[src/rtl/vend_dispenser.sv]
// vend_dispenser: queues vend strobes from the coin-accepting FSM and drives
// the drink and change hoppers one item at a time, pacing coins with GAP
// idle cycles between successive hopper requests.
//
// Handshake: a request (drink_req / coin_req) is a decode of the registered
// state. It stays high until its ack is sampled high at a posedge and then
// drops on the next cycle. An ack seen while its request is low is ignored.
// An ack held high across several cycles completes only one request, because
// the request itself falls after the first accepting edge.
module vend_dispenser #(
    parameter int DEPTH = 4,
    parameter int GAP   = 2,
    parameter int CW    = 2
) (
    input  logic                     clk,
    input  logic                     rst,
    input  logic                     vend_in,
    input  logic [CW-1:0]            change_in,
    output logic                     drink_req,
    input  logic                     drink_ack,
    output logic                     coin_req,
    input  logic                     coin_ack,
    input  logic                     overflow_clr,
    output logic                     busy,
    output logic [$clog2(DEPTH):0]   pending,
    output logic                     overflow,
    output logic [1:0]               state_dbg
);

    localparam int AW = $clog2(DEPTH);
    localparam int GW = $clog2(GAP + 1);

    typedef enum logic [1:0] {
        S_IDLE = 2'd0,
        S_DROP = 2'd1,
        S_GAP  = 2'd2,
        S_COIN = 2'd3
    } state_t;

    state_t          state, state_nx;
    logic [CW-1:0]   cnt, cnt_nx;
    logic [GW-1:0]   gap_cnt, gap_nx;

    logic [CW-1:0]   mem [DEPTH];
    logic [AW-1:0]   wr_ptr, rd_ptr;
    logic [AW:0]     count;
    logic            overflow_r;

    logic            full;
    logic            pop;
    logic            push_ok;
    logic            drop_vend;

    // A pop frees a slot on the same edge, so a full queue still accepts a
    // vend when the FSM is popping.
    assign full      = (count == (AW+1)'(DEPTH));
    assign pop       = (state == S_IDLE) && (count != '0);
    assign push_ok   = vend_in && (!full || pop);
    assign drop_vend = vend_in && full && !pop;

    // Queue storage; contents are don't-care until written.
    always_ff @(posedge clk) begin
        if (push_ok) mem[wr_ptr] <= change_in;
    end

    // Queue pointers, occupancy and the sticky overflow flag.
    always_ff @(posedge clk or negedge rst) begin
        if (!rst) begin
            wr_ptr     <= '0;
            rd_ptr     <= '0;
            count      <= '0;
            overflow_r <= 1'b0;
        end else begin
            if (push_ok) wr_ptr <= wr_ptr + AW'(1);
            if (pop)     rd_ptr <= rd_ptr + AW'(1);
            if (push_ok && !pop)      count <= count + (AW+1)'(1);
            else if (pop && !push_ok) count <= count - (AW+1)'(1);
            // A new drop wins over a simultaneous clear.
            if (drop_vend)         overflow_r <= 1'b1;
            else if (overflow_clr) overflow_r <= 1'b0;
        end
    end

    // FSM state, remaining coin count and gap counter registers.
    always_ff @(posedge clk or negedge rst) begin
        if (!rst) begin
            state   <= S_IDLE;
            cnt     <= '0;
            gap_cnt <= '0;
        end else begin
            state   <= state_nx;
            cnt     <= cnt_nx;
            gap_cnt <= gap_nx;
        end
    end

    // Next-state logic: pop a vend, request the drink, then pace the coins.
    always_comb begin
        state_nx = state;
        cnt_nx   = cnt;
        gap_nx   = gap_cnt;
        case (state)
            S_IDLE: begin
                if (pop) begin
                    cnt_nx   = mem[rd_ptr];
                    state_nx = S_DROP;
                end
            end
            S_DROP: begin
                if (drink_ack) begin
                    if (cnt == '0) begin
                        state_nx = S_IDLE;
                    end else begin
                        gap_nx   = GW'(GAP - 1);
                        state_nx = S_GAP;
                    end
                end
            end
            S_GAP: begin
                if (gap_cnt == '0) state_nx = S_COIN;
                else               gap_nx   = gap_cnt - GW'(1);
            end
            S_COIN: begin
                if (coin_ack) begin
                    // cnt is nonzero whenever we are in COIN.
                    cnt_nx = cnt - CW'(1);
                    if (cnt == CW'(1)) begin
                        state_nx = S_IDLE;
                    end else begin
                        gap_nx   = GW'(GAP - 1);
                        state_nx = S_GAP;
                    end
                end
            end
            default: state_nx = S_IDLE;
        endcase
    end

    assign drink_req = (state == S_DROP);
    assign coin_req  = (state == S_COIN);
    assign busy      = (state != S_IDLE) || (count != '0);
    assign pending   = count;
    assign overflow  = overflow_r;
    assign state_dbg = state;

endmodule

[config.mk]
export PLATFORM = sky130hd
export DESIGN_NAME = vend_dispenser
export DESIGN_NICKNAME = d
export VERILOG_FILES = /design/src/rtl/vend_dispenser.sv
export SDC_FILE = /design/constraint.sdc
export NUM_CORES = 1
export LEC_CHECK = 0
export ABC_AREA = 1
export CAP_MARGIN = 20
export CORE_UTILIZATION = 53
export DETAILED_ROUTE_END_ITERATION = 10
export PLACE_DENSITY = 0.86
export SLEW_MARGIN = 40
export SYNTH_ARGS = -nofsm -noshare
export SYNTH_HDL_FRONTEND = slang
export SYNTH_SLANG_ARGS = --single-unit
[constraint.sdc]
create_clock -name clk -period 2.7 [get_ports clk]
set_input_delay 0.54 -clock clk [delete_from_list [all_inputs] [get_ports clk]]
set_output_delay 0.54 -clock clk [all_outputs]
set_load 0.005 [all_outputs]
==> impl_metrics.json <==
{
  "async_reset_ff_share_pct": 63.6,
  "tightestPinTransition_ns": 0.634,
  "syn_area_per_cell_um2": 8.85,
  "synth_common_cells": "nand2_1 (37), inv_1 (19), dfrtp_1 (14)",
  "synthSimpleGateAreaFrac_pct": 24.4,
  "synth_warnings": 0,
  "synth_cells": 136,
  "grt_overflow": 0,
  "yosysMostFrequentCell": "nand2_1",
  "worst-setup-path-type": "flip-flop to primary output",
  "seq_area_frac_synth_pct": 49.1,
  "synth_area_leaders": "dfrtp_1 (29%), edfxtp_1 (20%), nand2_1 (12%)",
  "setup_viol": 0,
  "clkSinkCount": 22,
  "die_w_um": 49.7,
  "multiInputGateArea_um2": 512,
  "cp.required_ns": 2.16,
  "insertion_delay_ns": 0.30,
  "clock.fmax_ghz": 0.446,
  "p_per_area_nw_per_um2": 1190,
  "slowest_stage": "dfrtp_1",
  "seq_area_um2": 591,
  "grt_use_met2_pct": 32.0,
  "clockRootBuffer": "clkbuf_4",
  "ys_seq_elements": 22,
  "critPathMaxStageDelay_ns": 0.51,
  "netlist.area_leader.share_pct": 29.1,
  "hold_viol_final": 0,
  "ant_nets": 0,
  "synth_nets": 153,
  "status": "finished clean",
  "rsz0062_at_grt": "no",
  "cts_tree": "done",
  "setup_tns_ns": 0,
  "ctsHoldBuffers": 0,
  "layout-drive-gt1-share_pct": 12.9,
  "wl_per_cell_um": 11.0,
  "num_rows": 16,
  "ioPinCount": 17,
  "finClkSkew_ns": 0.00200,
  "cp-end-kind": "primary output",
  "synth_compound_gate_area_share_pct": 4.26,
  "grt_max_degree": 15,
  "reg2reg_depth": 11,
  "crit_path_start": "state_dbg[0]",
  "hold_depth": 2,
  "area_growth_pct": 19.5,
  "nFillCells": 157,
  "dr.pass1.iters": 4,
  "die-height_um": 49.7,
  "vias": 902,
  "wirelength_mm": 2.01,
  "worstHoldStart": "cnt[1]",
  "post-route-min-period_ns": 2.24,
  "port_buffers": 16,
  "cts_setup_buffers": 0,
  "fin_util_pct": 70.5,
  "crit_fanout": 9,
  "max_cap_violations": 0,
  "path_buf_inv": 1,
  "cts_resized": 0,
  "slew_headroom_pct": 57.6,
  "p_leak_nw": 0.691,
  "min_path_type": "flip-flop to flip-flop",
  "grt_usage_pct": 18.5,
  "grt_pass1_wl_mm": 3.47,
  "start_util_pct": 58.9,
  "busiest_layer": "met2",
  "pre_cts_ws_ns": 0.350,
  "drc": 0,
  "antenna_found_initial": 0,
  "synth_xor_area_share_pct": 2.91,
  "synth_top_family_by_area": "simple AND/OR/NAND/NOR gates",
  "peakVddDrop_uv": 853,
  "muxShareOfSynthArea_pct": 0.936,
  "grtUsageMet3_pct": 3.40,
  "nets": 173,
  "period_share_pct": 83.0,
  "cts.path.max_buffers": 2,
  "use_met1_pct": 22.8,
  "drtIter0Drc": 24,
  "cp_cell_sequence": "nor2_2 > nand3_1 > clkdlybuf4s50_1",
  "dp_hpwl_mm": 1.57,
  "dieArea_um2": 2470,
  "reg2reg_from": "state_dbg[0]",
  "cp_top_family": "flip-flops",
  "synth.cell_area_um2": 1200,
  "place_congestion": 0.815,
  "drv_slew": 0,
  "synthAdderAreaFrac_pct": 9.98,
  "critPathLaunchType": "flip-flop",
  "ys.flop_type": "dfrtp_1",
  "path_depth": 3,
  "synth.largest_area_cell": "dfrtp_1",
  "routed_via_density": 4.96,
  "synth.distinct_cells": 22,
  "setup_ws_ns": 0.460,
  "numCtsBuffers": 3,
  "cp.arrival_ns": 1.70,
  "n_antenna_cell": 0,
  "core_um2": 2040,
  "ctsHtreeMaxLevel": 1,
  "synth_edf_count": 8,
  "grt_pass1_vias": 868,
  "clkTransAtPathRegs_ns": 0.13
}
## final timing paths
check / to / slack [ns]
setup / recovery: busy / 0.46
hold / removal: cnt[1] / 0.51
setup reg to reg: pending[2] / 0.57
hold reg to reg: cnt[1] / 0.51
max in group asynchronous: pending[2] / 1.68
min in group asynchronous: cnt[0] / 0.61
## power by group
group          total (W)  switching, W  internal, W
combinational   0.000856      0.000465     0.000391
sequential      0.000610      0.000125     0.000485
clock           0.000251      0.000101     0.000150
total            0.00172      0.000692      0.00103
## logic make-up (layout without fill, tap and decap cells)
logic type / count (synthesis) / in the layout
compound gates: 9 / 9
xor+xnor: 4 / 4
fa+ha+maj: 9 / 9
buf+inv: 25 / 44
flops: 22 / 22
mux: 1 / 1
simple gates: 66 / 66
## state kept, by name, summed over array words and instances (netlist names)
register,flops
mem,8
pending,3
cnt,2
gap_cnt,2
rd_ptr,2
state_dbg,2
wr_ptr,2
overflow,1
## worst register-to-register path: stages, from the launching register on
cell,delay (ns)
dfrtp_1,0.51
nor2_2,0.25
nor2_2,0.07
nand2_2,0.08
nand2_4,0.07
inv_2,0.07
ha_1,0.14
inv_1,0.06
fa_1,0.38
a21oi_1,0.15
o21ai_0,0.11
xor2_1,0.15
## cell type report
| class | instances | share of cell area (%) |
|---|---|---|
| repair buffers | 16 | 11.1 |
| multi-input cells | 89 | 35.6 |
| clock inverters | 1 | 2.09 |
| well taps | 27 | 2.35 |
| inverters | 24 | 6.26 |
| flip-flops and latches | 22 | 41.0 |
| clock buffers | 3 | 1.57 |
## through the flow
stage	std cells	hold WS (ns)	area [µm²]	power, W
after floorplan	136	0.244	1200	0.00121
after global placement	178	0.454	1390	0.00143
after detailed placement	178	0.464	1390	0.00148
after CTS	182	0.513	1440	0.00173
after global routing	182	0.558	1440	0.00188
final	182	0.508	1440	0.00172
## routing by layer
metal / up-vias / wire (µm)
li1: 462 / -
met1: 421 / 929
met2: 17 / 999
met3: 2 / 68
met4: 0 / 13
met5: - / 0
## placed cells by master (no fill, tap or decap), types with 4 or more instances in the layout
cell type and instances:
inv_2 5, nand2_1 37, nand3_1 12, ha_1 8, inv_1 19, nor2_2 4
clkdlybuf4s50_1 16, nor2_1 8, edfxtp_1 8, dfrtp_1 14
Power figures use the tool's default switching activity.
